<file path="src/rtl/mcu_block_sched.sv">
// rtl/mcu_block_sched.sv - MCU-order block scheduler for the shared DCT pipeline
// Grants Y/Cb/Cr blocks of 64 beats in JPEG MCU interleave order and tags them with a component id.
module mcu_block_sched #(
   parameter int DATA_WIDTH    = 8,
   parameter int MCU_CNT_WIDTH = 16
) (
   input  logic                     clk_i,
   input  logic                     rst_n_i,
   input  logic [1:0]               mode_i,
   input  logic [DATA_WIDTH-1:0]    y_tdata_i,
   input  logic                     y_tvalid_i,
   input  logic                     y_tlast_i,
   output logic                     y_tready_o,
   input  logic [DATA_WIDTH-1:0]    cb_tdata_i,
   input  logic                     cb_tvalid_i,
   input  logic                     cb_tlast_i,
   output logic                     cb_tready_o,
   input  logic [DATA_WIDTH-1:0]    cr_tdata_i,
   input  logic                     cr_tvalid_i,
   input  logic                     cr_tlast_i,
   output logic                     cr_tready_o,
   output logic [DATA_WIDTH-1:0]    blk_tdata_o,
   output logic                     blk_tvalid_o,
   output logic                     blk_tlast_o,
   input  logic                     blk_tready_i,
   output logic [1:0]               comp_id_o,
   output logic                     mcu_done_o,
   output logic [MCU_CNT_WIDTH-1:0] mcu_cnt_o,
   output logic                     err_o
);

   typedef enum logic [1:0] {
      S_Y  = 2'd0,
      S_CB = 2'd1,
      S_CR = 2'd2
   } state_e;

   state_e                   state_q, state_d;
   logic [1:0]               blk_cnt_q, blk_cnt_d;
   logic [5:0]               px_cnt_q, px_cnt_d;
   logic [1:0]               mode_q;
   logic                     run_q;
   logic [1:0]               comp_id_q;
   logic                     mcu_done_q;
   logic [MCU_CNT_WIDTH-1:0] mcu_cnt_q;
   logic                     err_q, err_d;

   logic [DATA_WIDTH-1:0]    src_tdata;
   logic                     src_tvalid;
   logic                     src_tlast;
   logic                     hs;
   logic                     last_px;
   logic                     mcu_end;
   logic [1:0]               y_per_mcu_m1;

   // run_q holds all grants off until the sampling mode has been latched
   always_comb begin
      src_tdata  = y_tdata_i;
      src_tvalid = y_tvalid_i;
      src_tlast  = y_tlast_i;
      case (state_q)
         S_CB: begin
            src_tdata  = cb_tdata_i;
            src_tvalid = cb_tvalid_i;
            src_tlast  = cb_tlast_i;
         end
         S_CR: begin
            src_tdata  = cr_tdata_i;
            src_tvalid = cr_tvalid_i;
            src_tlast  = cr_tlast_i;
         end
         default: ;
      endcase
      last_px      = (px_cnt_q == 6'd63);
      blk_tdata_o  = src_tdata;
      blk_tvalid_o = run_q & src_tvalid;
      blk_tlast_o  = last_px;
      y_tready_o   = run_q & blk_tready_i & (state_q == S_Y);
      cb_tready_o  = run_q & blk_tready_i & (state_q == S_CB);
      cr_tready_o  = run_q & blk_tready_i & (state_q == S_CR);
      hs           = blk_tvalid_o & blk_tready_i;
   end

   always_comb begin
      case (mode_q)
         2'b10:   y_per_mcu_m1 = 2'd1;
         2'b11:   y_per_mcu_m1 = 2'd3;
         default: y_per_mcu_m1 = 2'd0;
      endcase
   end

   always_comb begin
      state_d   = state_q;
      blk_cnt_d = blk_cnt_q;
      px_cnt_d  = px_cnt_q;
      mcu_end   = 1'b0;
      err_d     = err_q | (hs & (src_tlast != last_px));
      if (hs) begin
         px_cnt_d = px_cnt_q + 6'd1;
         if (last_px) begin
            case (state_q)
               S_Y: begin
                  if (blk_cnt_q == y_per_mcu_m1) begin
                     blk_cnt_d = 2'd0;
                     if (mode_q == 2'b00) begin
                        mcu_end = 1'b1;
                     end else begin
                        state_d = S_CB;
                     end
                  end else begin
                     blk_cnt_d = blk_cnt_q + 2'd1;
                  end
               end
               S_CB: state_d = S_CR;
               default: begin
                  state_d = S_Y;
                  mcu_end = 1'b1;
               end
            endcase
         end
      end
   end

   always_ff @(posedge clk_i or negedge rst_n_i) begin
      if (!rst_n_i) begin
         state_q    <= S_Y;
         blk_cnt_q  <= 2'd0;
         px_cnt_q   <= 6'd0;
         mode_q     <= 2'b00;
         run_q      <= 1'b0;
         comp_id_q  <= 2'd0;
         mcu_done_q <= 1'b0;
         mcu_cnt_q  <= '0;
         err_q      <= 1'b0;
      end else begin
         state_q    <= state_d;
         blk_cnt_q  <= blk_cnt_d;
         px_cnt_q   <= px_cnt_d;
         run_q      <= 1'b1;
         // mode only changes at an MCU boundary (or the first clock out of reset)
         if (!run_q || mcu_end) begin
            mode_q <= mode_i;
         end
         comp_id_q  <= state_d;
         mcu_done_q <= mcu_end;
         mcu_cnt_q  <= mcu_cnt_q + MCU_CNT_WIDTH'(mcu_end);
         err_q      <= err_d;
      end
   end

   assign comp_id_o  = comp_id_q;
   assign mcu_done_o = mcu_done_q;
   assign mcu_cnt_o  = mcu_cnt_q;
   assign err_o      = err_q;

endmodule

</file>
<file path="config.mk">
export PLATFORM = sky130hd
export DESIGN_NAME = mcu_block_sched
export DESIGN_NICKNAME = d
export VERILOG_FILES = /design/src/rtl/mcu_block_sched.sv
export SDC_FILE = /design/constraint.sdc
export NUM_CORES = 1
export LEC_CHECK = 0
export CAP_MARGIN = 20
export CORE_MARGIN = 8
export CORE_UTILIZATION = 46
export DETAILED_ROUTE_END_ITERATION = 16
export PLACE_DENSITY_LB_ADDON = 0.08
export SLEW_MARGIN = 20
export SYNTH_ARGS = -nofsm -noshare
export SYNTH_HDL_FRONTEND = slang
export SYNTH_SLANG_ARGS = --single-unit
</file>
<file path="constraint.sdc">
create_clock -name clk_i -period 6 [get_ports clk_i]
set_input_delay 0.6 -clock clk_i [delete_from_list [all_inputs] [get_ports clk_i]]
set_output_delay 0.6 -clock clk_i [all_outputs]
set_load 0.01 [all_outputs]
</file>
After elaboration in Yosys (flattened, before gate mapping)
Index checks and enable logic that the tools add are counted.

$add $sub $neg: 3. Equal/unequal tests: 9. Mux-type cells: 13. Bitwise operators: 8. Reduce and logical (&&, ||, !) cells: 6.

Operator list (number): 16-bit by 1-bit adder with 16-bit output (1); 8-bit one-hot mux with 2 select lines (1); 2-bit one-hot mux with 2 select lines (2); 1-bit AND (7); 6-bit by 1-bit adder with 6-bit output, second input constant (1); 2-bit equality test, second input constant (3); 6-bit equality test, second input constant (1); 2-bit two-way mux (3); 1-bit one-hot mux with 2 select lines (3); 2-bit zero test (2); 1-bit two-way mux (4); 4-bit AND reduction (1); 3-bit AND reduction (1); 2-bit by 1-bit adder with 2-bit output, second input constant (1); 2-bit by 1-bit equality test with 1-bit output, second input constant (1); 2-bit equality test (1); 2-bit by 1-bit inequality test with 1-bit output, second input constant (1); 2-bit inequality test, second input constant (1); 1-bit zero test (1); 1-bit logical OR (1); 1-bit inequality test (1); 1-bit bitwise OR (1).

Register bits after elaboration: 31. Input bits: 35. Output and inout bits: 33. Logic and storage cells: 47.

Longest topological paths before layout
Depth after elaboration: 8. Mapped depth: 13. Gate-level depth less buffers: 12.

Worst setup path after synthesis
No wires, ideal clock.

Path kind: register -> register. Start: reg, netlist name comp_id_o[0]. End: reg mcu_cnt_q[14] (netlist: mcu_cnt_o[14]). Setup time: 0.125 ns. Arrival time: 2.489 ns. Required time: 5.875 ns. Slack: 3.385 ns. Stages on the path, launching flop included: 14. Buffers on the path: 1. Clock period less this slack: 2.615 ns. Path through: dfrtp_1 inv_1 ha_1 nor2_1 a211oi_1 buf_2 nand2_1 nor2_1 ha_1 ha_1 nand2_1 nor3_1 nand3_1 xnor2_1.

RTL lines: end signal: assignment (RTL line 146) `mcu_cnt_q <= mcu_cnt_q + MCU_CNT_WIDTH'(mcu_end);`; end: declaration (RTL line 45) `logic [MCU_CNT_WIDTH-1:0] mcu_cnt_q;`.

==> metrics.txt <==
worst min path class flop to flop; Most common cell on crit path ha_1; initial drt markers 53; Power Internal around 0.00037 W; clock power share 35.0%; global route overflow 0; Final Setup Violations 0; DR vias/cell 5.18; crit end category flop; global-route wire length before repair around 7.1 mm; power share of the sequential group 50.4%; die area approximately 5700 um2; H-tree Lvls 2; clk sinks 31; Hold Path Origin err_o; Slew Viols, Final 0; hold-critical path depth 1; Yosys top cell by area dfrtp_1; fin crit period around 3.3 ns; PD cells between 200 and 250 nW/um2; Final ANT Viol Nets 0; row cnt 21; worst hold endpoint err_o; CTS tree done; Syn Inst Count 158; core area between 3000 and 4000 um2; n_diodes 0; pin count of the biggest net entering global routing 32; vias in the first global route roughly 1400; post-synth top area share a little under half; WL/cell between 15 and 20 um; post-DP HPWL approximately 3.5 mm; syn_area_per_cell between 10 and 15 um2; Syn Nets roughly 200; critical path, cell by cell inv_1 -> ha_1 -> nor2_1 -> a211oi_1 -> buf_4 -> nand2_1 -> nor2_1 -> ha_1 -> ha_1 -> nand2_1 -> nor3_1 -> nand3_1 -> xnor2_1; CTS Hold Bufs 0; FF+latch count, synth 31; P_sw about 0.00012 W; commonest non-fill, non-tap cells in the layout clkdlybuf4s50_1 (67), dfrtp_1 (31), nor2_1 (19); Max Clk Rate about 0.3 GHz; Detailed Routing Iterations Pass 1 4; Initial Util between 40% and 50%; post-CTS sizing 0; cell family with most CP delay adder cells; CP max stage cell ha_1; RSZ-0062 raised after global routing false; Die X approximately 75 um; RePlAce Congestion roughly 0.76; reg2reg end mcu_cnt_o[14]; Post-Syn Area approximately 1600 um2; Worst R2R Setup Slack about 2.7 ns; Critical Setup Path Class flop to flop; Hold WS around 0.47 ns; sequential area share after synthesis a little under half; startpoint types flop; layout cell share with drive strength beyond 1 6.52%; crit path DAT between 3 and 4 ns; initial antenna violation count 0; R2R depth 13; DRC errors left 0; Max-Cap Viols 0; Final #Nets roughly 270; clk buf depth 2; Power, Total between 0.0004 and 0.0005 W; routed via count about 1400; Crit Reg-Reg Startpoint comp_id_o[0]; I/O pins slightly below 70; postcts setup bufs 0; Synth area leaders dfrtp_1 (48%), xnor2_1 (7.0%), ha_1 (6.2%); CP bufs+invs 2; Synth cell types 27; clock slew at reported path FFs 0.10 ns; status finished clean; Crit Path Max Fanout 21; Fin. Hold Viols 0; Max stage delay on crit path 0.67 ns; CTS root buf clkbuf_4; Ys Warns 0; worst skew pair latency roughly 0.33 ns; WL final 4.37 mm; crit path launch comp_id_o[0]; IO Port Bufs 67; clk_skew between 0.007 and 0.008 ns; Critical Path RT just over 6 ns; commonest non-fill, non-tap cell in the layout clkdlybuf4s50_1; Pleak 1.06 nW; Sw Ratio between 20% and 30%; Worst-Margin Slew 0.590 ns; chip height between 70 and 80 um; CTS buffer count 5; final critical-path share of the clock period 55.4%; peak supply drop 152 uV; Layout area overhead 49.9%; Final TNS setup 0 ns; GRT Resource Usage Total 16.4%; Slew HR approximately three fifths; Comb pwr share around 15%
[cell families (layout without fill, tap and decap cells)]
kind of cell,Yosys count,after routing,synth area share [%]
xor gates and xnor gates,21,21,11.4
buffers and inverters,9,81,2.24
and+or+nand+nor,54,54,15.7
AOI/OAI and AO/OA,27,27,11.5
DFF,31,31,47.9
other,1,1,0.232
adders and majority gates,8,8,6.18
muxes,7,7,4.87
[worst max-delay path by stage]
stage,end,depth (start not counted)
2_1_floorplan,mcu_cnt_o[14],13
3_3_place_gp,mcu_cnt_o[14],12
3_5_place_dp,mcu_cnt_o[14],13
4_1_cts,mcu_cnt_o[14],13
5_1_grt,mcu_cnt_o[14],13
6_report,mcu_cnt_o[14],13
[final cells by class]
cell class                      count  area, um2
Fill cell                         251        936
Multi-Input combinational cell    118        807
Sequential cell                    31        776
Timing Repair Buffer               69        686
Tap cell                           46       57.6
Clock buffer                        6       51.3
Clock inverter                      2       35.0
Inverter                            4       15.0
[cells in the mapped netlist, drive strengths merged]
cell type,number
nor2,19
o21ai,1
nand2,10
nand2b,1
a211oi,1
a22oi,10
xor2,8
o41ai,1
and3,6
inv,4
nand4,7
clkbuf,1
xnor2,13
a21o,2
nor4,2
dfrtp,31
ha,8
a21oi,11
o211ai,1
buf,4
mux2,7
conb,1
nand3,7
nor3,2
[worst reg2reg max path: stages, from the launching register on]
cell      delay, ns
dfrtp_1        0.42
inv_1          0.10
ha_1           0.67
nor2_1         0.13
a211oi_1       0.25
buf_4          0.23
nand2_1        0.07
nor2_1         0.17
ha_1           0.20
ha_1           0.20
nand2_1        0.08
nor3_1         0.38
nand3_1        0.15
xnor2_1        0.15
[registers in the layout (all words and copies together) (netlist names)]
| register | flops |
|---|---|
| mcu_cnt_o | 16 |
| run_q | 1 |
| blk_cnt_q | 2 |
| mcu_done_o | 1 |
| px_cnt_q | 6 |
| mode_q | 2 |
| err_o | 1 |
| comp_id_o | 2 |
[per-stage QoR]
| stage | cells | setup slack (ns) | cell area [um2] | util (%) |
|---|---|---|---|---|
| finish | 276 | 2.68 | 2430 | 72.2 |
| global route | 276 | 2.24 | 2430 | 72.2 |
| CTS | 276 | 2.67 | 2430 | 72.2 |
| detailed placement | 268 | 2.71 | 2340 | 69.6 |
| global placement | 268 | 2.94 | 2340 | 69.6 |
| floorplan | 158 | 3.39 | 1620 | - |
[per-layer routing]
metal | wire [um] | up-vias | global-route usage [%]
li1 | - | 698 | -
met1 | 1950 | 659 | 21.0
met2 | 1890 | 66 | 24.7
met3 | 465 | 8 | 5.66
met4 | 73 | 0 | 6.40
met5 | 0 | - | 0
[power groups by stage]
| stage | clock network, W | registers (W) | logic [W] |
|---|---|---|---|
| 2_1_floorplan | 0 | 0.000246 | 0.0000323 |
| 3_3_place_gp | 0 | 0.000250 | 0.0000703 |
| 3_5_place_dp | 0 | 0.000251 | 0.0000726 |
| 4_1_cts | 0.000177 | 0.000247 | 0.0000730 |
| 5_1_grt | 0.000186 | 0.000250 | 0.0000796 |
| 6_report | 0.000172 | 0.000247 | 0.0000719 |
(Power assumes the default switching activity.)
